==> config.mk <==
export PLATFORM = sky130hd
export DESIGN_NAME = ifetch_unit_flat
export DESIGN_NICKNAME = d
export VERILOG_FILES = /design/src/rtl/ifetch_unit_if.sv /design/src/rtl/ifetch_unit.sv /design/src/flat_wrapper.sv
export SDC_FILE = /design/constraint.sdc
export NUM_CORES = 1
export LEC_CHECK = 0
export ABC_AREA = 0
export BUFFER_PORTS_ARGS = -buffer_cell sky130_fd_sc_hd__buf_2
export CORE_MARGIN = 5
export CORE_UTILIZATION = 50
export CTS_CLUSTER_DIAMETER = 80
export DETAILED_ROUTE_END_ITERATION = 7
export PLACE_DENSITY = 0.76
export SLEW_MARGIN = 5
export SYNTH_ARGS = -nofsm -noshare
export SYNTH_HDL_FRONTEND = slang
export SYNTH_SLANG_ARGS = --single-unit
==> constraint.sdc <==
create_clock -name clk -period 7.9 [get_ports clk]
set_input_delay 1.58 -clock clk [delete_from_list [all_inputs] [get_ports clk]]
set_output_delay 1.58 -clock clk [all_outputs]
set_load 0.005 [all_outputs]
==> src/rtl/ifetch_unit_if.sv <==
// Bus bundle between the instruction fetch unit and its environment:
// instruction-memory request/response, prefetched instruction output,
// and the redirect input from the datapath.
// master: the fetch unit. slave: memory, consumer and datapath side.
interface ifetch_unit_if;
  logic        redirect;
  logic [31:0] redirect_pc;
  logic        imem_req;
  logic [31:0] imem_addr;
  logic        imem_ack;
  logic [31:0] imem_rdata;
  logic [31:0] instr;
  logic [31:0] instr_pc;
  logic        instr_valid;
  logic        instr_ready;
  logic        fetch_fault;

  modport master (
    input  redirect, redirect_pc, imem_ack, imem_rdata, instr_ready,
    output imem_req, imem_addr, instr, instr_pc, instr_valid, fetch_fault
  );

  modport slave (
    output redirect, redirect_pc, imem_ack, imem_rdata, instr_ready,
    input  imem_req, imem_addr, instr, instr_pc, instr_valid, fetch_fault
  );
endinterface

==> src/rtl/ifetch_unit.sv <==
// Instruction fetch stage. Owns the fetch PC, keeps at most one word request
// outstanding to a variable-latency instruction memory, and buffers returned
// words with their PCs in a small prefetch FIFO. A redirect flushes the FIFO
// and any in-flight response.
// Optional feature: define IFETCH_ALIGN_CHECK_EN to flag misaligned redirect
// targets with a sticky fetch_fault that halts fetching until an aligned
// redirect. Without it the target's low two bits are ignored.
module ifetch_unit #(
  parameter logic [31:0] RESET_PC   = 32'h0000_0000,
  parameter int unsigned FIFO_DEPTH = 4
) (
  input logic          clk,
  input logic          rst,
  ifetch_unit_if.master bus
);

  localparam int unsigned PTR_W = $clog2(FIFO_DEPTH);
  localparam int unsigned CNT_W = PTR_W + 1;

  typedef logic [PTR_W-1:0] ptr_t;
  typedef logic [CNT_W-1:0] cnt_t;

  // IDLE: nothing outstanding; REQ: live request; FLUSH: request whose
  // response must be discarded because a redirect overtook it.
  typedef enum logic [1:0] {
    IDLE  = 2'd0,
    REQ   = 2'd1,
    FLUSH = 2'd2
  } state_e;

  typedef struct packed {
    logic [31:0] pc;
    logic [31:0] word;
  } entry_t;

  state_e      state_q, state_d;
  logic [31:0] fetch_pc_q, fetch_pc_d;
  logic        req_q, req_d;
  logic [31:0] addr_q, addr_d;
  ptr_t        wr_ptr_q, wr_ptr_d;
  ptr_t        rd_ptr_q, rd_ptr_d;
  cnt_t        count_q, count_d;
  entry_t      last_q, last_d;
  entry_t      fifo_mem [FIFO_DEPTH];

  logic        ack;
  logic        push;
  logic        pop;
  logic        valid;
  logic        fault_block;
  logic        can_issue;
  logic [31:0] target_pc;
  entry_t      head;

  assign ack       = req_q & bus.imem_ack;
  assign valid     = (count_q != '0);
  assign head      = fifo_mem[rd_ptr_q];
  assign pop       = valid & bus.instr_ready & ~bus.redirect;
  assign push      = ack & (state_q == REQ) & ~bus.redirect;
  assign target_pc = {bus.redirect_pc[31:2], 2'b00};

`ifdef IFETCH_ALIGN_CHECK_EN
  logic fault_q, fault_d;

  // Sticky fault: set by a misaligned redirect, cleared by an aligned one.
  always_comb begin
    fault_d = fault_q;
    if (bus.redirect) fault_d = (bus.redirect_pc[1:0] != 2'b00);
  end

  assign fault_block     = fault_d;
  assign bus.fetch_fault = fault_q;
`else
  logic unused_pc_lsbs;
  assign unused_pc_lsbs  = ^bus.redirect_pc[1:0];
  assign fault_block     = 1'b0;
  assign bus.fetch_fault = 1'b0;
`endif

  // FIFO pointers, occupancy, fetch PC and last-delivered entry.
  always_comb begin
    // NOTE: every output of a combinational block gets a default first, so no
    // path leaves it unassigned and no latch is inferred.
    fetch_pc_d = fetch_pc_q;
    wr_ptr_d   = wr_ptr_q;
    rd_ptr_d   = rd_ptr_q;
    count_d    = count_q;
    last_d     = last_q;
    if (bus.redirect) begin
      fetch_pc_d = target_pc;
      wr_ptr_d   = '0;
      rd_ptr_d   = '0;
      count_d    = '0;
    end else begin
      if (push) begin
        wr_ptr_d   = wr_ptr_q + ptr_t'(1);
        fetch_pc_d = fetch_pc_q + 32'd4;  // wraps 0xFFFF_FFFC -> 0
      end
      if (pop) begin
        rd_ptr_d = rd_ptr_q + ptr_t'(1);
        last_d   = head;
      end
      count_d = count_q + cnt_t'(push) - cnt_t'(pop);
    end
  end

  // A new request fits only if the FIFO has room once it returns.
  assign can_issue = (count_d < cnt_t'(FIFO_DEPTH)) && !fault_block;

  // Request FSM: next state plus registered request valid/address.
  always_comb begin
    state_d = state_q;
    req_d   = req_q;
    addr_d  = addr_q;
    unique case (state_q)
      IDLE: begin
        if (can_issue) begin
          state_d = REQ;
          req_d   = 1'b1;
          addr_d  = fetch_pc_d;
        end
      end
      REQ, FLUSH: begin
        if (ack) begin
          // Response consumed (pushed or dropped); chain the next request.
          if (can_issue) begin
            state_d = REQ;
            req_d   = 1'b1;
            addr_d  = fetch_pc_d;
          end else begin
            state_d = IDLE;
            req_d   = 1'b0;
          end
        end else if (bus.redirect) begin
          // Request must stay stable until acked; its data is discarded.
          state_d = FLUSH;
        end
      end
      default: begin
        state_d = IDLE;
        req_d   = 1'b0;
      end
    endcase
  end

  // State registers.
  always_ff @(posedge clk or posedge rst) begin
    if (rst) begin
      state_q    <= IDLE;
      fetch_pc_q <= RESET_PC;
      req_q      <= 1'b0;
      addr_q     <= RESET_PC;
      wr_ptr_q   <= '0;
      rd_ptr_q   <= '0;
      count_q    <= '0;
      last_q     <= '0;
`ifdef IFETCH_ALIGN_CHECK_EN
      fault_q    <= 1'b0;
`endif
    end else begin
      // NOTE: non-blocking assignments so every flop samples pre-edge values.
      state_q    <= state_d;
      fetch_pc_q <= fetch_pc_d;
      req_q      <= req_d;
      addr_q     <= addr_d;
      wr_ptr_q   <= wr_ptr_d;
      rd_ptr_q   <= rd_ptr_d;
      count_q    <= count_d;
      last_q     <= last_d;
`ifdef IFETCH_ALIGN_CHECK_EN
      fault_q    <= fault_d;
`endif
    end
  end

  // FIFO storage write.
  // NOTE: storage has no reset; the pointers and count decide which entries
  // are meaningful, so clearing the array would buy nothing.
  always_ff @(posedge clk) begin
    if (push) fifo_mem[wr_ptr_q] <= '{pc: fetch_pc_q, word: bus.imem_rdata};
  end

  assign bus.imem_req    = req_q;
  assign bus.imem_addr   = addr_q;
  assign bus.instr_valid = valid;
  assign bus.instr       = valid ? head.word : last_q.word;
  assign bus.instr_pc    = valid ? head.pc   : last_q.pc;

endmodule

==> src/flat_wrapper.sv <==
// flat-port wrapper written by rule: the top's interface ports become plain ports
module ifetch_unit_flat 
#(
  parameter logic [31:0] RESET_PC   = 32'h0000_0000,
  parameter int unsigned FIFO_DEPTH = 4
)
  (clk, rst, bus_redirect, bus_redirect_pc, bus_imem_ack, bus_imem_rdata, bus_instr_ready, bus_imem_req, bus_imem_addr, bus_instr, bus_instr_pc, bus_instr_valid, bus_fetch_fault);
  ifetch_unit_if bus_i ();
  input logic clk;
  input logic rst;
  input wire logic [$bits(bus_i.redirect)-1:0] bus_redirect;
  input wire logic [$bits(bus_i.redirect_pc)-1:0] bus_redirect_pc;
  input wire logic [$bits(bus_i.imem_ack)-1:0] bus_imem_ack;
  input wire logic [$bits(bus_i.imem_rdata)-1:0] bus_imem_rdata;
  input wire logic [$bits(bus_i.instr_ready)-1:0] bus_instr_ready;
  output wire logic [$bits(bus_i.imem_req)-1:0] bus_imem_req;
  output wire logic [$bits(bus_i.imem_addr)-1:0] bus_imem_addr;
  output wire logic [$bits(bus_i.instr)-1:0] bus_instr;
  output wire logic [$bits(bus_i.instr_pc)-1:0] bus_instr_pc;
  output wire logic [$bits(bus_i.instr_valid)-1:0] bus_instr_valid;
  output wire logic [$bits(bus_i.fetch_fault)-1:0] bus_fetch_fault;
  assign bus_i.redirect = bus_redirect;
  assign bus_i.redirect_pc = bus_redirect_pc;
  assign bus_i.imem_ack = bus_imem_ack;
  assign bus_i.imem_rdata = bus_imem_rdata;
  assign bus_i.instr_ready = bus_instr_ready;
  assign bus_imem_req = bus_i.imem_req;
  assign bus_imem_addr = bus_i.imem_addr;
  assign bus_instr = bus_i.instr;
  assign bus_instr_pc = bus_i.instr_pc;
  assign bus_instr_valid = bus_i.instr_valid;
  assign bus_fetch_fault = bus_i.fetch_fault;
  ifetch_unit #(.RESET_PC(RESET_PC), .FIFO_DEPTH(FIFO_DEPTH)) u_core (.clk(clk), .rst(rst), .bus(bus_i));
endmodule
==> flow_summary.yaml <==
sta:
  fmax_mhz: 208.4
  skew_ns: 0.03206
  relSlewSlack: 0.2824
  finalCritPeriodShare: 0.6074
  hold_ws_ns: 0.4829
  final-hold-violation-count: 0
  setup_viol: 0
  fin_ws_ns: 3.101
  worstMarginPinSlew_ns: 1.076
  fin_setup_tns_ns: 0
  rsz0062_at_grt: "false"
  slew_violations: 0
  timing.final.crit_period_ns: 4.799
worst_setup_path:
  r2r-start: "u_core.count_q[1]$_DFF_PP0_"
  reg2reg_to: "u_core.bus.imem_addr[25]$_DFFE_PP0P_"
  critPathRequiredTime_ns: 6.32
  cp.arrival_ns: 3.22
  critical_path_class: "reg -> out"
  critPathCapture: "bus_instr_pc[15]"
  crit_fanout: 39
  r2r_cells: 13
  r2r_slack_ns: 4.33
  setup.worst_path.start_class: "register"
  worstSetupStartpoint: "u_core.rd_ptr_q[0]$_DFFE_PP0P_"
  worstSetupEndpointType: "output pin"
clocking:
  cts_tree: "yes"
  postCtsSetupBuffers: 0
  h-tree-depth: 2
  clkTransAtPathRegs_ns: 0.06
  clock_latency_ns: 0.54
  clockBufferDepth: 3
  root_buffer: "clkbuf_16"
  cts_resized: 0
  clkSinkCount: 394
  numCtsBuffers: 40
  cts_hold_buf: 0
global_routing:
  grt_pass1_vias: 8977
  grt_start_max_net_pins: 76
  gr-total-overflow: 0
  grt_pass1_wl_um: 50750
  antenna_found_initial: 1
  grt_usage: 0.1806
cells_and_area:
  fin_util: 0.5901
  area_growth_pct: 15.72
  drive_gt1_frac: 0.4044
  num_antenna_cells: 0
  design_area_sq_um: 18720
  stdcell_count: 1532
  nets: 1179
  fillers: 2390
route:
  dr.first_iter.drc_count: 556
  wl_um: 32380
  drt-pass1-iter-count: 5
  detail-route-antenna-nets: 0
  drc: 0
  vias_per_cell: 5.680
  num_vias: 8701
  drt-wirelength-per-cell_um: 21.14
placed_design:
  dp_hpwl_um: 18410
  post_dp_cell_area_sq_um: 17390
  pre_cts_ws_ns: 3.376
  dp_cells: 1459
  gp_congestion: 0.7583
  port_buffers: 164
logic_synthesis:
  synth-main-ff-cell: "edfxtp_1"
  syn_avg_cell_area_sq_um: 17.34
  postSynth.asyncResetShare: 0.3503
  ys_ff_latch: 394
  synth-warning-count: 0
  synth_fp_nets: 1013
  syn_area_sq_um: 16170
  synth_edf_count: 256
  syn_inst: 933
  ys_seq_area_frac: 0.6888
  yosysUniqueCellTypes: 53
worst_hold_path:
  hp-class: "reg -> reg"
  worstHoldPathCells: 2
pwr:
  power_density_nw_per_um2: 356.8
  p_leak_nw: 6.911
  power_mw: 6.678
  vdd_drop_max_mv: 0.3726
floorplanning:
  die_area_sq_um: 36040
  core_sq_um: 31720
  die_x_um: 189.9
  ios: 168
  rows: 65
  die_h_um: 189.9
  start_util: 0.5099
flow_run:
  maxCapViolCount: 0
status:
  run_status: "completed"
==> how the worst min path moves through the flow <==
stage / from / slack, ns / to
2_1_floorplan: u_core.fetch_pc_q[0]$_DFF_PP0_ / 0.47 / u_core.fifo_mem[0][32]$_DFFE_PP_
3_3_place_gp: u_core.bus.imem_addr[2]$_DFFE_PP0P_ / 0.46 / u_core.bus.imem_addr[2]$_DFFE_PP0P_
3_5_place_dp: u_core.bus.imem_addr[3]$_DFFE_PP0P_ / 0.47 / u_core.bus.imem_addr[3]$_DFFE_PP0P_
4_1_cts: u_core.bus.imem_addr[15]$_DFFE_PP0P_ / 0.48 / u_core.bus.imem_addr[15]$_DFFE_PP0P_
5_1_grt: u_core.bus.imem_addr[15]$_DFFE_PP0P_ / 0.51 / u_core.bus.imem_addr[15]$_DFFE_PP0P_
6_report: u_core.bus.imem_addr[3]$_DFFE_PP0P_ / 0.48 / u_core.bus.imem_addr[3]$_DFFE_PP0P_
==> routing by layer <==
layer / vias up / share of wire / global-route usage / wire [um]
met3: 59 / 0.057 / 0.03321 / 1858
met5: - / 0.00040 / 0 / 13
met4: 2 / 0.021 / 0.04341 / 676
met2: 269 / 0.49 / 0.2995 / 15780
met1: 4444 / 0.43 / 0.2518 / 14050
li1: 3927 / - / - / -
==> power by group <==
group / leakage [nW] / total (mW) / internal [mW] / switching, mW
clock network: 0.638 / 1.88 / 1.12 / 0.757
registers: 4.00 / 2.73 / 2.51 / 0.216
logic: 2.28 / 2.07 / 1.10 / 0.965
==> synthesized netlist by cell type (2+ instances only) <==
library cell,number,area share
o21ai_0,14,0.0043
and2_1,5,0.0019
nor4_1,4,0.0015
mux2_2,143,0.10
a21boi_0,2,0.00093
nand2_1,59,0.014
nand4_1,13,0.0050
or3_1,2,0.00077
o221ai_1,3,0.0016
xor2_1,12,0.0065
xnor2_1,10,0.0054
ha_1,10,0.0077
nor3_1,13,0.0040
dfrtp_1,138,0.21
inv_1,16,0.0037
buf_2,13,0.0040
o31ai_1,5,0.0023
edfxtp_1,256,0.48
a31oi_1,3,0.0012
mux2i_1,9,0.0056
or2_2,4,0.0015
and3_1,5,0.0019
a21oi_1,3,0.00093
nand3_1,18,0.0056
a221o_1,2,0.0012
mux4_2,64,0.089
o211ai_1,10,0.0046
nor4_2,4,0.0031
nor2b_1,14,0.0054
clkbuf_1,25,0.0058
nor4b_1,2,0.0011
buf_1,8,0.0019
nor2_1,23,0.0053
nand2b_1,2,0.00077
==> logic make-up (layout without fill, tap and decap cells) <==
family,Yosys count,count (layout),synth area share
and+or+nand+nor,175,175,0.05717
muxes,217,217,0.1949
adders and majority gates,11,11,0.008974
buffers and inverters,63,260,0.01586
other,1,1,0.0002318
AOI/OAI and AO/OA,49,49,0.02073
DFF,394,394,0.6888
xor gates and xnor gates,23,23,0.01331
==> layout by cell type (no fill, tap or decap), types with 3 or more instances in the layout <==
cell type	count
edfxtp_1	256
buf_2	164
mux2_2	143
dfrtp_1	136
mux4_2	64
nand2_1	59
clkbuf_16	43
nor2_1	22
nand3_1	18
inv_1	15
o21ai_0	14
nor2b_1	14
nand4_1	13
clkbuf_1	13
nor3_1	12
xor2_1	12
o211ai_1	10
xnor2_1	10
ha_1	10
mux2i_1	9
buf_4	7
o31ai_1	5
and3_1	5
or2_2	4
nor4_2	4
nor4_1	4
and2_4	4
clkinv_1	4
clkinv_2	4
o221ai_1	3
a21oi_1	3
a31oi_1	3
clkbuf_8	3
bufinv_16	3
==> final cells by class <==
cell class	instances	area (sq um)	share of cell area
Sequential cell	394	11150	0.5956
Multi-Input combinational cell	476	4805	0.2567
Clock buffer	59	1166	0.06230
Timing Repair Buffer	171	873.3	0.04666
Tap cell	402	503.0	0.02687
Clock inverter	14	156.4	0.008356
Inverter	16	65.06	0.003476
==> registers in the layout, indices dropped and copies added (netlist names) <==
register              flops
u_core.fifo_mem         256
u_core.last_q            64
u_core.bus.imem_addr     32
u_core.fetch_pc_q        32
u_core.count_q            3
u_core.rd_ptr_q           2
u_core.state_q            2
u_core.wr_ptr_q           2
u_core.bus.imem_req       1
==> worst max-delay path, stage by stage, from the launching register on <==
cell     delay [ns]
dfrtp_4        0.80
buf_4          0.77
mux4_2         0.60
mux2_2         0.32
buf_2          0.14
Note: power is estimated with default switching activity, not from simulation.
